[src/rtl/vga_image_scanner_pkg.sv]
// Shared timing defaults, region tag and sync/blank bundle for the VGA image scanner.
// No storage here; latency and backpressure are properties of the modules that import it.
package vga_pkg;

  localparam int H_ACTIVE = 640;
  localparam int H_FP     = 16;
  localparam int H_SYNC   = 96;
  localparam int H_BP     = 48;
  localparam int V_ACTIVE = 480;
  localparam int V_FP     = 10;
  localparam int V_SYNC   = 2;
  localparam int V_BP     = 33;
  localparam int H_TOTAL  = H_ACTIVE + H_FP + H_SYNC + H_BP;
  localparam int V_TOTAL  = V_ACTIVE + V_FP + V_SYNC + V_BP;

  localparam int IMG_W    = 256;
  localparam int IMG_H    = 256;
  localparam int ENC_X0   = 32;
  localparam int DEC_X0   = 352;
  localparam int IMG_Y0   = 112;
  localparam int RD_LAT   = 1;
  localparam logic [7:0] BG_COLOR = 8'h20;

  // Wide enough for both counters at the default timing (800 x 525).
  localparam int CNT_W = 11;

  typedef enum logic [1:0] {REG_BG, REG_ENC, REG_DEC} region_t;

  typedef struct packed {
    logic hsync;
    logic vsync;
    logic blank_n;
    logic frame_start;
  } ctl_t;

  localparam ctl_t CTL_RST = '{hsync: 1'b1, vsync: 1'b1, blank_n: 1'b0, frame_start: 1'b0};

endpackage

[src/rtl/vga_image_scanner_if.sv]
// Memory read port plus VGA output bundle; master is the scanner, slave is memory/display side.
// Pure wiring: no latency, no backpressure.
interface vga_image_scanner_if;
  logic [7:0]  encrypted_gpu;
  logic [7:0]  decrypted_gpu;
  logic [31:0] gpu_address;
  logic [7:0]  vga_r;
  logic [7:0]  vga_g;
  logic [7:0]  vga_b;
  logic        hsync;
  logic        vsync;
  logic        blank_n;
  logic        sync_n;
  logic        frame_start;

  modport master (
    input  encrypted_gpu, decrypted_gpu,
    output gpu_address, vga_r, vga_g, vga_b, hsync, vsync, blank_n, sync_n, frame_start
  );

  modport slave (
    output encrypted_gpu, decrypted_gpu,
    input  gpu_address, vga_r, vga_g, vga_b, hsync, vsync, blank_n, sync_n, frame_start
  );
endinterface

[src/rtl/vga_image_scanner_timing.sv]
// Free-running h/v raster counters with raw (undelayed) sync/blank/frame decode.
// Decode is combinational on the counter registers; no backpressure.
module vga_timing #(
  parameter int H_ACTIVE = vga_pkg::H_ACTIVE,
  parameter int H_FP     = vga_pkg::H_FP,
  parameter int H_SYNC   = vga_pkg::H_SYNC,
  parameter int H_BP     = vga_pkg::H_BP,
  parameter int V_ACTIVE = vga_pkg::V_ACTIVE,
  parameter int V_FP     = vga_pkg::V_FP,
  parameter int V_SYNC   = vga_pkg::V_SYNC,
  parameter int V_BP     = vga_pkg::V_BP
) (
  input  logic                        clk,
  input  logic                        reset,
  output logic [vga_pkg::CNT_W-1:0]   o_h,
  output logic [vga_pkg::CNT_W-1:0]   o_v,
  output vga_pkg::ctl_t               o_ctl
);
  import vga_pkg::*;

  localparam logic [CNT_W-1:0] H_MAX = CNT_W'(H_ACTIVE + H_FP + H_SYNC + H_BP - 1);
  localparam logic [CNT_W-1:0] V_MAX = CNT_W'(V_ACTIVE + V_FP + V_SYNC + V_BP - 1);
  localparam logic [CNT_W-1:0] HA    = CNT_W'(H_ACTIVE);
  localparam logic [CNT_W-1:0] VA    = CNT_W'(V_ACTIVE);
  localparam logic [CNT_W-1:0] HS_LO = CNT_W'(H_ACTIVE + H_FP);
  localparam logic [CNT_W-1:0] HS_HI = CNT_W'(H_ACTIVE + H_FP + H_SYNC);
  localparam logic [CNT_W-1:0] VS_LO = CNT_W'(V_ACTIVE + V_FP);
  localparam logic [CNT_W-1:0] VS_HI = CNT_W'(V_ACTIVE + V_FP + V_SYNC);

  logic [CNT_W-1:0] r_h;
  logic [CNT_W-1:0] r_v;

  always_ff @(posedge clk) begin
    if (reset) begin
      r_h <= '0;
      r_v <= '0;
    end else if (r_h == H_MAX) begin
      r_h <= '0;
      r_v <= (r_v == V_MAX) ? '0 : r_v + 1'b1;
    end else begin
      r_h <= r_h + 1'b1;
    end
  end

  always_comb begin
    o_ctl             = CTL_RST;
    o_ctl.hsync       = !((r_h >= HS_LO) && (r_h < HS_HI));
    o_ctl.vsync       = !((r_v >= VS_LO) && (r_v < VS_HI));
    o_ctl.blank_n     = (r_h < HA) && (r_v < VA);
    o_ctl.frame_start = (r_h == '0) && (r_v == '0);
  end

  assign o_h = r_h;
  assign o_v = r_v;

endmodule

[src/rtl/vga_image_scanner.sv]
// Side-by-side encrypted/decrypted image scanner: address one cycle after (h,v), pixel and syncs
// RD_LAT+2 cycles after (h,v). No backpressure; memory data is sampled blindly at RD_LAT.
module vga_image_scanner #(
  parameter int         H_ACTIVE = vga_pkg::H_ACTIVE,
  parameter int         H_FP     = vga_pkg::H_FP,
  parameter int         H_SYNC   = vga_pkg::H_SYNC,
  parameter int         H_BP     = vga_pkg::H_BP,
  parameter int         V_ACTIVE = vga_pkg::V_ACTIVE,
  parameter int         V_FP     = vga_pkg::V_FP,
  parameter int         V_SYNC   = vga_pkg::V_SYNC,
  parameter int         V_BP     = vga_pkg::V_BP,
  parameter int         IMG_W    = vga_pkg::IMG_W,
  parameter int         IMG_H    = vga_pkg::IMG_H,
  parameter int         ENC_X0   = vga_pkg::ENC_X0,
  parameter int         DEC_X0   = vga_pkg::DEC_X0,
  parameter int         IMG_Y0   = vga_pkg::IMG_Y0,
  parameter int         RD_LAT   = vga_pkg::RD_LAT,
  parameter logic [7:0] BG_COLOR = vga_pkg::BG_COLOR
) (
  input  logic                clk,
  input  logic                reset,
  vga_image_scanner_if.master vga_bus
);
  import vga_pkg::*;

  if ((IMG_W & (IMG_W - 1)) != 0) begin : g_bad_img_w
    $error("IMG_W must be a power of two");
  end
  if ((ENC_X0 + IMG_W > DEC_X0) && (DEC_X0 + IMG_W > ENC_X0)) begin : g_overlap
    $error("encrypted and decrypted windows overlap");
  end
  if ((ENC_X0 + IMG_W > H_ACTIVE) || (DEC_X0 + IMG_W > H_ACTIVE) ||
      (IMG_Y0 + IMG_H > V_ACTIVE)) begin : g_outside
    $error("image window leaves the active area");
  end
  if (RD_LAT < 1) begin : g_bad_lat
    $error("RD_LAT must be at least 1");
  end

  localparam int IMG_SHIFT = $clog2(IMG_W);
  localparam logic [CNT_W-1:0] EX0 = CNT_W'(ENC_X0);
  localparam logic [CNT_W-1:0] EX1 = CNT_W'(ENC_X0 + IMG_W);
  localparam logic [CNT_W-1:0] DX0 = CNT_W'(DEC_X0);
  localparam logic [CNT_W-1:0] DX1 = CNT_W'(DEC_X0 + IMG_W);
  localparam logic [CNT_W-1:0] Y0  = CNT_W'(IMG_Y0);
  localparam logic [CNT_W-1:0] Y1  = CNT_W'(IMG_Y0 + IMG_H);

  logic [CNT_W-1:0] w_h;
  logic [CNT_W-1:0] w_v;
  ctl_t             w_ctl;
  region_t          w_tag;
  logic [CNT_W-1:0] w_x_off;
  logic [CNT_W-1:0] w_y_off;
  logic [31:0]      w_addr;

  logic [31:0]      r_addr;
  region_t          r_tag [RD_LAT+1];
  ctl_t             r_ctl [RD_LAT+2];
  logic [7:0]       r_pix;

  vga_timing #(
    .H_ACTIVE(H_ACTIVE), .H_FP(H_FP), .H_SYNC(H_SYNC), .H_BP(H_BP),
    .V_ACTIVE(V_ACTIVE), .V_FP(V_FP), .V_SYNC(V_SYNC), .V_BP(V_BP)
  ) u_timing (
    .clk   (clk),
    .reset (reset),
    .o_h   (w_h),
    .o_v   (w_v),
    .o_ctl (w_ctl)
  );

  always_comb begin
    w_tag   = REG_BG;
    w_x_off = '0;
    w_y_off = w_v - Y0;
    w_addr  = '0;
    if ((w_v >= Y0) && (w_v < Y1)) begin
      if ((w_h >= EX0) && (w_h < EX1)) begin
        w_tag   = REG_ENC;
        w_x_off = w_h - EX0;
      end else if ((w_h >= DX0) && (w_h < DX1)) begin
        w_tag   = REG_DEC;
        w_x_off = w_h - DX0;
      end
    end
    if (w_tag != REG_BG) begin
      w_addr = (32'(w_y_off) << IMG_SHIFT) | 32'(w_x_off);
    end
  end

  // Tag waits RD_LAT+1 stages so it meets the memory data; ctl waits one more to meet r_pix.
  always_ff @(posedge clk) begin
    if (reset) begin
      r_addr <= '0;
      r_pix  <= '0;
      for (int i = 0; i < RD_LAT + 1; i++) r_tag[i] <= REG_BG;
      for (int i = 0; i < RD_LAT + 2; i++) r_ctl[i] <= CTL_RST;
    end else begin
      r_addr   <= w_addr;
      r_tag[0] <= w_tag;
      r_ctl[0] <= w_ctl;
      for (int i = 1; i < RD_LAT + 1; i++) r_tag[i] <= r_tag[i-1];
      for (int i = 1; i < RD_LAT + 2; i++) r_ctl[i] <= r_ctl[i-1];
      if (!r_ctl[RD_LAT].blank_n) begin
        r_pix <= '0;
      end else begin
        case (r_tag[RD_LAT])
          REG_ENC: r_pix <= vga_bus.encrypted_gpu;
          REG_DEC: r_pix <= vga_bus.decrypted_gpu;
          default: r_pix <= BG_COLOR;
        endcase
      end
    end
  end

  assign vga_bus.gpu_address = r_addr;
  assign vga_bus.vga_r       = r_pix;
  assign vga_bus.vga_g       = r_pix;
  assign vga_bus.vga_b       = r_pix;
  assign vga_bus.hsync       = r_ctl[RD_LAT+1].hsync;
  assign vga_bus.vsync       = r_ctl[RD_LAT+1].vsync;
  assign vga_bus.blank_n     = r_ctl[RD_LAT+1].blank_n;
  assign vga_bus.frame_start = r_ctl[RD_LAT+1].frame_start;
  assign vga_bus.sync_n      = 1'b0;

endmodule

[src/flat_wrapper.sv]
// flat-port wrapper written by rule: the top's interface ports become plain ports
module vga_image_scanner_flat import vga_pkg::*;
#(
  parameter int         H_ACTIVE = vga_pkg::H_ACTIVE,
  parameter int         H_FP     = vga_pkg::H_FP,
  parameter int         H_SYNC   = vga_pkg::H_SYNC,
  parameter int         H_BP     = vga_pkg::H_BP,
  parameter int         V_ACTIVE = vga_pkg::V_ACTIVE,
  parameter int         V_FP     = vga_pkg::V_FP,
  parameter int         V_SYNC   = vga_pkg::V_SYNC,
  parameter int         V_BP     = vga_pkg::V_BP,
  parameter int         IMG_W    = vga_pkg::IMG_W,
  parameter int         IMG_H    = vga_pkg::IMG_H,
  parameter int         ENC_X0   = vga_pkg::ENC_X0,
  parameter int         DEC_X0   = vga_pkg::DEC_X0,
  parameter int         IMG_Y0   = vga_pkg::IMG_Y0,
  parameter int         RD_LAT   = vga_pkg::RD_LAT,
  parameter logic [7:0] BG_COLOR = vga_pkg::BG_COLOR
)
  (clk, reset, vga_bus_encrypted_gpu, vga_bus_decrypted_gpu, vga_bus_gpu_address, vga_bus_vga_r, vga_bus_vga_g, vga_bus_vga_b, vga_bus_hsync, vga_bus_vsync, vga_bus_blank_n, vga_bus_sync_n, vga_bus_frame_start);
  vga_image_scanner_if vga_bus_i ();
  input  logic clk;
  input  logic reset;
  input wire logic [$bits(vga_bus_i.encrypted_gpu)-1:0] vga_bus_encrypted_gpu;
  input wire logic [$bits(vga_bus_i.decrypted_gpu)-1:0] vga_bus_decrypted_gpu;
  output wire logic [$bits(vga_bus_i.gpu_address)-1:0] vga_bus_gpu_address;
  output wire logic [$bits(vga_bus_i.vga_r)-1:0] vga_bus_vga_r;
  output wire logic [$bits(vga_bus_i.vga_g)-1:0] vga_bus_vga_g;
  output wire logic [$bits(vga_bus_i.vga_b)-1:0] vga_bus_vga_b;
  output wire logic [$bits(vga_bus_i.hsync)-1:0] vga_bus_hsync;
  output wire logic [$bits(vga_bus_i.vsync)-1:0] vga_bus_vsync;
  output wire logic [$bits(vga_bus_i.blank_n)-1:0] vga_bus_blank_n;
  output wire logic [$bits(vga_bus_i.sync_n)-1:0] vga_bus_sync_n;
  output wire logic [$bits(vga_bus_i.frame_start)-1:0] vga_bus_frame_start;
  assign vga_bus_i.encrypted_gpu = vga_bus_encrypted_gpu;
  assign vga_bus_i.decrypted_gpu = vga_bus_decrypted_gpu;
  assign vga_bus_gpu_address = vga_bus_i.gpu_address;
  assign vga_bus_vga_r = vga_bus_i.vga_r;
  assign vga_bus_vga_g = vga_bus_i.vga_g;
  assign vga_bus_vga_b = vga_bus_i.vga_b;
  assign vga_bus_hsync = vga_bus_i.hsync;
  assign vga_bus_vsync = vga_bus_i.vsync;
  assign vga_bus_blank_n = vga_bus_i.blank_n;
  assign vga_bus_sync_n = vga_bus_i.sync_n;
  assign vga_bus_frame_start = vga_bus_i.frame_start;
  vga_image_scanner #(.H_ACTIVE(H_ACTIVE), .H_FP(H_FP), .H_SYNC(H_SYNC), .H_BP(H_BP), .V_ACTIVE(V_ACTIVE), .V_FP(V_FP), .V_SYNC(V_SYNC), .V_BP(V_BP), .IMG_W(IMG_W), .IMG_H(IMG_H), .ENC_X0(ENC_X0), .DEC_X0(DEC_X0), .IMG_Y0(IMG_Y0), .RD_LAT(RD_LAT), .BG_COLOR(BG_COLOR)) u_core (.clk(clk), .reset(reset), .vga_bus(vga_bus_i));
endmodule
[config.mk]
export PLATFORM = sky130hd
export DESIGN_NAME = vga_image_scanner_flat
export DESIGN_NICKNAME = d
export VERILOG_FILES = /design/src/rtl/vga_image_scanner_pkg.sv /design/src/rtl/vga_image_scanner_if.sv /design/src/rtl/vga_image_scanner_timing.sv /design/src/rtl/vga_image_scanner.sv /design/src/flat_wrapper.sv
export SDC_FILE = /design/constraint.sdc
export NUM_CORES = 1
export LEC_CHECK = 0
export CELL_PAD_IN_SITES_DETAIL_PLACEMENT = 1
export CELL_PAD_IN_SITES_GLOBAL_PLACEMENT = 2
export CORE_UTILIZATION = 29
export CTS_CLUSTER_DIAMETER = 100
export CTS_CLUSTER_SIZE = 30
export DETAILED_ROUTE_END_ITERATION = 8
export GPL_TIMING_DRIVEN = 0
export PLACE_DENSITY = 0.78
export SYNTH_ARGS = -nofsm -noshare
export SYNTH_HDL_FRONTEND = slang
export SYNTH_SLANG_ARGS = --single-unit
[constraint.sdc]
create_clock -name clk -period 2.67 [get_ports clk]
set_clock_uncertainty 0.15 [all_clocks]
set_input_delay 0.534 -clock clk [delete_from_list [all_inputs] [get_ports clk]]
set_output_delay 0.534 -clock clk [all_outputs]
set_load 0.1 [all_outputs]
==> results of run 1 <==
==> metrics by stage <==
| stage | instances | worst slack, ns |
|---|---|---|
| global placement | 550 | -0.195 |
| CTS | 564 | 0.0259 |
| detailed placement | 550 | -0.176 |
| floorplan | 353 | 0.600 |
| finish | 564 | 0.0542 |
| global route | 564 | 0.00171 |
==> worst max-delay path, delay by kind of cell, from the launching register on <==
kind	cells	cell delay [ns]
flops	1	0.36
buf+inv	2	1.22
==> registers in the layout, summed over array words and instances, names as in the netlist <==
| signal | cells |
|---|---|
| u_core.r_ctl | 12 |
| u_core.r_tag | 4 |
| u_core.u_timing.o_h | 11 |
| u_core.u_timing.o_v | 11 |
| u_core.vga_bus.gpu_address | 19 |
| u_core.vga_bus.vga_b | 8 |
==> layer usage <==
metal  GRT usage (%)  part of all wire (%)  wire [um]  vias up
met5               0                     0          0        -
met3            4.20                   4.4        350       11
li1                -                     -          -     1278
met2            24.6                    45       3650       79
met1            19.6                    48       3890     1227
met4            5.51                   1.7        140        0
==> cell type report <==
type	instances	area share [%]
Timing Repair Buffer	64	15.8
Multi-Input combinational cell	226	34.8
Inverter	14	1.27
Tap cell	133	4.03
Clock buffer	11	3.67
Buffer	48	7.33
Clock inverter	3	1.58
Sequential cell	65	31.5
==> how the worst max path moves through the flow <==
stage                                          endpoint  cells past startpoint  slack (ns)
3_5_place_dp   u_core.vga_bus.gpu_address[8]$_SDFF_PP0_                      5       -0.18
3_3_place_gp   u_core.vga_bus.gpu_address[8]$_SDFF_PP0_                      5       -0.20
4_1_cts                                vga_bus_vga_r[5]                      2        0.03
6_report                               vga_bus_vga_r[3]                      2        0.05
5_1_grt                                vga_bus_vga_r[6]                      2       0.002
2_1_floorplan  u_core.vga_bus.gpu_address[6]$_SDFF_PP0_                      7        0.60
==> cell families after synthesis <==
logic type      after synthesis  share of synthesized area [%]
compound gates               46                           10.6
simple gates                132                           23.1
other cells                   1                          0.124
xor+xnor                     19                           5.49
fa+ha+maj                    14                           5.78
mux                           1                          0.330
buf+inv                      62                           11.7
flops                        65                           42.9
==> cells in the final DEF (no fill, tap or decap), types with 6 or more instances in the layout <==
| cell type | instances |
|---|---|
| sky130_fd_sc_hd__a21oi_1 | 9 |
| sky130_fd_sc_hd__a22oi_1 | 8 |
| sky130_fd_sc_hd__and2_1 | 6 |
| sky130_fd_sc_hd__and3_1 | 6 |
| sky130_fd_sc_hd__buf_4 | 30 |
| sky130_fd_sc_hd__clkbuf_1 | 14 |
| sky130_fd_sc_hd__clkbuf_8 | 11 |
| sky130_fd_sc_hd__clkdlybuf4s50_1 | 59 |
| sky130_fd_sc_hd__conb_1 | 14 |
| sky130_fd_sc_hd__dfxtp_1 | 65 |
| sky130_fd_sc_hd__ha_1 | 14 |
| sky130_fd_sc_hd__inv_1 | 14 |
| sky130_fd_sc_hd__nand2_1 | 10 |
| sky130_fd_sc_hd__nand3_1 | 13 |
| sky130_fd_sc_hd__nand4_1 | 6 |
| sky130_fd_sc_hd__nor2_1 | 50 |
| sky130_fd_sc_hd__nor2b_1 | 9 |
| sky130_fd_sc_hd__o21ai_0 | 10 |
| sky130_fd_sc_hd__xnor2_1 | 16 |
==> power by group <==
group / internal [W] / total [W] / switching, W
Clock: 0.000565 / 0.000940 / 0.000375
Sequential: 0.000979 / 0.000985 / 0.00000594
Combinational: 0.0000526 / 0.000193 / 0.000141
==> timing repair <==
| item | 4_1_cts | 5_1_grt |
|---|---|---|
| resized for setup | 0 | 9 |
| setup buffers | 0 | 0 |
| hold endpoints to repair | 0 | 0 |
| setup endpoints to repair | 0 | 17 |
==> impl_summary.md, run 1 <==
Synth
For this run, the number of Yosys warnings is 0. The cell area that synthesis handed to floorplanning was 3030 um2. Yosys mapped a number of flops with a built-in enable equal to 0. A synthesized cell averages 8.92 um2.

After synthesis, flip-flops and latches occupy 42.9% of the total area. The synthesized instance count is 340. Sorting the synthesized cells by area gives the leading types as sky130_fd_sc_hd__dfxtp_1, sky130_fd_sc_hd__buf_4, sky130_fd_sc_hd__nor2_1, sky130_fd_sc_hd__ha_1, sky130_fd_sc_hd__xnor2_1.

sky130_fd_sc_hd__dfxtp_1 takes more of the synthesized area than any other cell. The most used standard cell by instance count after synthesis is sky130_fd_sc_hd__dfxtp_1. The most used flip-flop cell after synthesis is sky130_fd_sc_hd__dfxtp_1.

After synthesis, the netlist uses 53 different library cells. The share of synthesized registers carrying an async set or reset is 0%. The number of synthesized register bits is 65. Of the post-synthesis cell area, the dominant cell type holds 42.9%. Ranked by instance count, the synthesized netlist is headed by sky130_fd_sc_hd__dfxtp_1, sky130_fd_sc_hd__nor2_1, sky130_fd_sc_hd__buf_4.

Final layout
The number of filler cells placed in the layout is 1154. The post-route netlist has 14.4% of its cells at a drive strength greater than 1. The sequential standard cell area is between 1000 and 1500 um2. Summing all multi-input logic gate instances after layout gives about 1400 um2.

The antenna diode count is 0. From synthesis to final layout, the design area changed by 36.1%. The utilization of the core after routing is 41.5%. After routing the design area is 4130 um2.

The final-stage net count is 460.

Power and ir drop
The overall power after layout is between 0.002 and 0.0025 W. VDD sags by at most 0.000208 V. The power per cell area is 513 nW/um2. The leakage power figure is ~1.7 nW.

Setup path
For the worst setup path, the data required time is roughly 2.0 ns. The number of cells on the worst reg-to-reg path is 8. The arrival time of data at the critical path endpoint is 1.93 ns. The path type of the worst setup path is reg2out. The worst register-to-register path has a setup slack of 0.19 ns. The kind of launch point of the worst setup path is a flip-flop. The critical path launch point is u_core.vga_bus.vga_b[3]$_SDFF_PP0_. The worst register-to-register path ends at u_core.vga_bus.gpu_address[10]$_SDFF_PP0_. In this run the critical register-to-register path is launched from u_core.u_timing.o_h[5]$_SDFF_PP0_.

The critical path goes through buf_4, clkdlybuf4s50_1. The capturing element type of the critical path is an output port. On the worst path, the slowest cell contributes a delay of about 1.1 ns.

The slowest cell on the critical path is sky130_fd_sc_hd__clkdlybuf4s50_1. The maximum fanout along the worst path is 3.

Die
The area of the core region is 9950 um2. The die extent in y is 104 um. In this run the count of I/O pins placed on the die edge is 79. The die is 104 um wide. The die covers between 10000 and 15000 um2. Once the floorplan was initialized, standard cells occupied 30.5% of the core. The cell row count is 36.

Hold path
The hold-critical path endpoint is u_core.r_ctl[0][7]$_SDFF_PP1_. The start point of the worst hold path is u_core.r_ctl[0][3]$_SDFF_PP1_. The worst min-delay path category is reg2reg.

The instance count along the most critical hold path is 1.

Drt
The post-route antenna net violation count is 0. After detailed routing, the number of vias per cell comes to 4.60. The detailed-route DRC error count is 0. The first routing iteration left 85 violations.

Dividing the detail-routed wire length by the instance count gives 14.2 um. The vias after detailed routing is roughly 2600. Summed over all layers, the routed wires come to 8030 um.

The pre-antenna-repair detailed-routing pass consisted of 4 iterations.

Timing
The relative slew slack is 32.5%. Setup repair after global routing left no endpoint under its margin. The fraction of the cycle the final worst path needs is 98.0%. The maximum clock frequency is 382 MHz. At the pin with the least slew margin, the transition time is 1.01 ns.

The count of final hold-check violations came to 0. Across all hold checks on the routed design, the worst slack comes to 0.260 ns. The number of slew-limit violations in the final report is 0. Setup violations remaining at the end of the flow were counted as 0. Adding up every negative setup slack in the final design gives 0 ns. For the finished layout, the period the worst path requires is 2.62 ns.

Place
The number of buffers inserted by port buffering is 64. The post-detailed-placement cell area is 3890 um2. The global placement routability congestion is a little over 0.8. The HPWL after detailed placement is about 6000 um.

Global routing
Global routing used 15.3% of the available tracks across all layers. The number of global-route vias before repair is 2547. The first global-routing pass estimated between 10000 and 15000 um of wire.

Entering global routing, the biggest net connects 11 pins. The aggregate global routing overflow is 0. The number of antenna violations at the first check in global routing is 0.

CTS
CTS placed an instance of sky130_fd_sc_hd__clkbuf_8 at the clock tree root. Buffers inserted to repair hold after CTS numbered 0. The clock-pin slew on the worst setup and hold paths is 0.07 ns. TritonCTS built the clock tree. The clock buffer count from CTS is 9. The insertion delay of the later-clocked pin in the worst-skew pair is 0.35 ns. The sink count of the clock tree is 65. The CTS H-tree depth is 3. The clock passes through at most 2 buffers.

Job
The count of max-cap constraint violations is 0.

Run status
The flow ran to the end, and the final reports show no timing, DRC or antenna violations.
No activity file was read; power rests on OpenSTA's default activity.
==> run 2: changes to the inputs <==
--- a/config.mk
+++ b/config.mk
@@ -13,6 +13,8 @@
 export DETAILED_ROUTE_END_ITERATION = 8
 export GPL_TIMING_DRIVEN = 0
 export PLACE_DENSITY = 0.78
+export SETUP_SLACK_MARGIN = 0.5
+export SLEW_MARGIN = 15
 export SYNTH_ARGS = -nofsm -noshare
 export SYNTH_HDL_FRONTEND = slang
 export SYNTH_SLANG_ARGS = --single-unit
==> impl_summary.md, run 2 (same netlist as run 1, synthesis figures left out) <==
Run status
Result of the run: finished, final reports clean (unchanged).

Die
The effective utilization at floorplan is 30.5% (unchanged). The cell row count was 36 (unchanged). The die width came to 104 um (unchanged). The die extent in y is 104 um (unchanged). The area of the core region is 9950 um2 (unchanged). The count of boundary I/O pins is 79 (unchanged). The full die area was 10900 um2 (unchanged).

Global routing
The number of antenna violations at the first check in global routing came to 0 (unchanged). The overall routing resource usage is 16.1% (was 15.3%). The aggregate global routing overflow is 0 (unchanged). The largest net degree at the start of global routing is 11 (unchanged). The wire length of the first global-routing pass is 13600 um (was 12800 um).

The number of global-route vias before repair is 2640 (was 2547).

Timing
The number of slew-limit violations in the final report was 0 (unchanged). The final number of setup-violating endpoints came to 0 (unchanged). The count of final hold-check violations was 0 (unchanged). The final period demand of the worst path is 2.13 ns (was 2.62 ns). The maximum clock frequency is 470 MHz (was 382 MHz). RSZ-0062 raised after global routing: no (unchanged).

The slew at the pin closest to its max-slew limit is 0.570 ns (was 1.01 ns). The fraction of the cycle the final worst path needs is 79.6% (was 98.0%). The hold slack came to 0.260 ns (about the same). The relative slew slack is 62.2% (was 32.5%).

Setup path
Series of cell instances along the critical path: or3_4, or3_4, buf_6, nor4_4, xnor2_1, nor2_2 (was buf_4, clkdlybuf4s50_1). The critical path's largest stage delay is 0.44 ns (was 1.11 ns). The cell family contributing the most delay on the critical path is simple AND/OR/NAND/NOR gates (was buffers and inverters). The arrival time of data at the critical path endpoint is 2.23 ns (was 1.93 ns). The most used cell along the critical path is sky130_fd_sc_hd__or3_4. The path type of the worst setup path is reg2reg (was reg2out). The maximum fanout along the worst path was 10 (was 3). The slowest cell on the critical path is sky130_fd_sc_hd__or3_4 (was sky130_fd_sc_hd__clkdlybuf4s50_1). The kind of launch point of the worst setup path is a flip-flop (unchanged).

The worst endpoint required time came to 2.77 ns (was 1.99 ns). The capturing element type of the critical path is a flip-flop (was output port). The number of buffers and inverters on the critical path came to 1 (was 2).

Final layout
The most common library cell in the layout ignoring fill and taps is sky130_fd_sc_hd__dfxtp_1 (unchanged). The number of cells in the finished layout apart from fillers is 571 (was 564). The growth of design area from synthesis to finish is 42.4% (was 36.1%).

The antenna diode count came to 0 (unchanged). The final-stage net count is 467 (was 460). Commonest non-fill, non-tap cells in the layout: sky130_fd_sc_hd__dfxtp_1, sky130_fd_sc_hd__nor2_1, sky130_fd_sc_hd__clkdlybuf4s15_2, sky130_fd_sc_hd__buf_4, sky130_fd_sc_hd__clkdlybuf4s50_1 (was sky130_fd_sc_hd__dfxtp_1, sky130_fd_sc_hd__clkdlybuf4s50_1, sky130_fd_sc_hd__nor2_1, sky130_fd_sc_hd__buf_4, sky130_fd_sc_hd__xnor2_1). The share of cells above drive strength 1 was 30.6% (was 14.4%). The number of filler cells placed in the layout is 1136 (was 1154). The number of flip-flops in the largest register is 19 (unchanged).

Place
The global placement routability congestion came to 0.809 (unchanged). The detailed placement HPWL is 6030 um (unchanged). The number of cells after detailed placement is 550 (unchanged). The number of buffers inserted by port buffering is 64 (unchanged).

Job
The count of max-cap constraint violations was 0 (unchanged).

Drt
The average routed wire per standard cell is 14.9 um (was 14.2 um). The detailed-route DRC error count is 0 (unchanged). The post-detailed-route via-to-cell ratio is 4.61 (was 4.60). The post-route antenna net violation count was 0 (unchanged). The length of the first detailed-routing pass in iterations is 4 (unchanged). The post-detailed-routing wire length is 8500 um (was 8030 um).

The vias after detailed routing is 2632 (was 2595). The number of DRC markers in iteration 0 is 92 (was 85).

CTS
The CTS tree is built (unchanged). The clock buffer count from CTS is 9 (unchanged). The sink count of the clock tree was 65 (unchanged).

The buffer type at the clock tree root was sky130_fd_sc_hd__clkbuf_8 (unchanged). The clock-pin slew on the worst setup and hold paths is 0.07 ns (about the same). The clock tree buffer depth is 2 (unchanged). The CTS H-tree depth is 3 (unchanged).

The insertion delay of the later-clocked pin in the worst-skew pair is 0.35 ns (about the same).

Hold path
The worst min-delay path category is reg2reg (unchanged).

Power and ir drop
The leakage power figure came to 1.69 nW (was 1.68 nW). The largest voltage drop on the vdd net was 0.000203 V (was 0.000208 V). The power per cell area is 492 nW/um2 (was 513 nW/um2).
[run 2: cell count changes in the layout (fill, tap and decap cells not counted), sizes merged]
cell,previous run,this run
clkdlybuf4s15,0,44
clkdlybuf4s50,59,17
buf,33,41
dlymetal6s2s,5,0
clkbuf,26,28
[run 2: routing by layer]
metal  vias to the layer above  GRT usage (%)  routed length (um)
met1                      1245           20.0                3980
met4                         0           5.61                 165
met5                         -              0                   0
met3                        11           4.95                 439
met2                        86           26.4                3910
li1                       1290              -                   -
[run 2: per-stage QoR]
step           cell area (um2)  power, W  TNS [ns]  utilization [%]  setup WS, ns
6_report                  4320   0.00213         0             43.4         0.544
5_1_grt                   4320   0.00221         0             43.4         0.463
4_1_cts                   4250   0.00214         0             42.7         0.500
3_5_place_dp              3890   0.00120     -1.77             39.1        -0.176
3_3_place_gp              3890   0.00120     -1.98             39.1        -0.195
2_1_floorplan             3080   0.00115         0                -         0.600
[run 2: worst paths after layout]
kind / start / to / slack [ns] / depth (start not counted)
max: u_core.u_timing.o_h[5]$_SDFF_PP0_ / u_core.u_timing.o_v[7]$_SDFFE_PP0P_ / 0.54 / 6
min: u_core.r_ctl[0][3]$_SDFF_PP1_ / u_core.r_ctl[0][7]$_SDFF_PP1_ / 0.26 / 1
max reg2reg: u_core.u_timing.o_h[5]$_SDFF_PP0_ / u_core.u_timing.o_v[7]$_SDFFE_PP0P_ / 0.54 / 6
min reg2reg: u_core.r_ctl[0][3]$_SDFF_PP1_ / u_core.r_ctl[0][7]$_SDFF_PP1_ / 0.26 / 1
[run 2: area by class of cell]
class / instances / area, um2 / area share, %
buffer: 48 / 320 / 7.42
clock buffer: 11 / 151 / 3.51
clock inverter: 3 / 65.1 / 1.51
inverter: 14 / 52.6 / 1.22
multi-input combinational: 226 / 1500 / 34.8
sequential: 65 / 1310 / 30.4
tap: 133 / 166 / 3.85
timing repair buffer: 71 / 746 / 17.3
[run 2: power by group]
group          internal [W]  switching, W
clock network      0.000565      0.000374
registers          0.000978    0.00000662
logic             0.0000589      0.000144
[run 2: timing repair]
item | CTS | global route
buffers inserted | 3 | 4
pin swaps | 2 | 3
hold buffers | 0 | 0
resized for setup | 155 | 24
setup endpoints to repair | 76 | 32
[run 2: worst register-to-register path: cells and delay by family (launching register included)]
| family | cells | cell delay [ns] |
|---|---|---|
| flip-flops | 1 | 0.38 |
| XOR/XNOR | 1 | 0.16 |
| buffers and inverters | 1 | 0.17 |
| AND/OR/NAND/NOR | 4 | 1.16 |
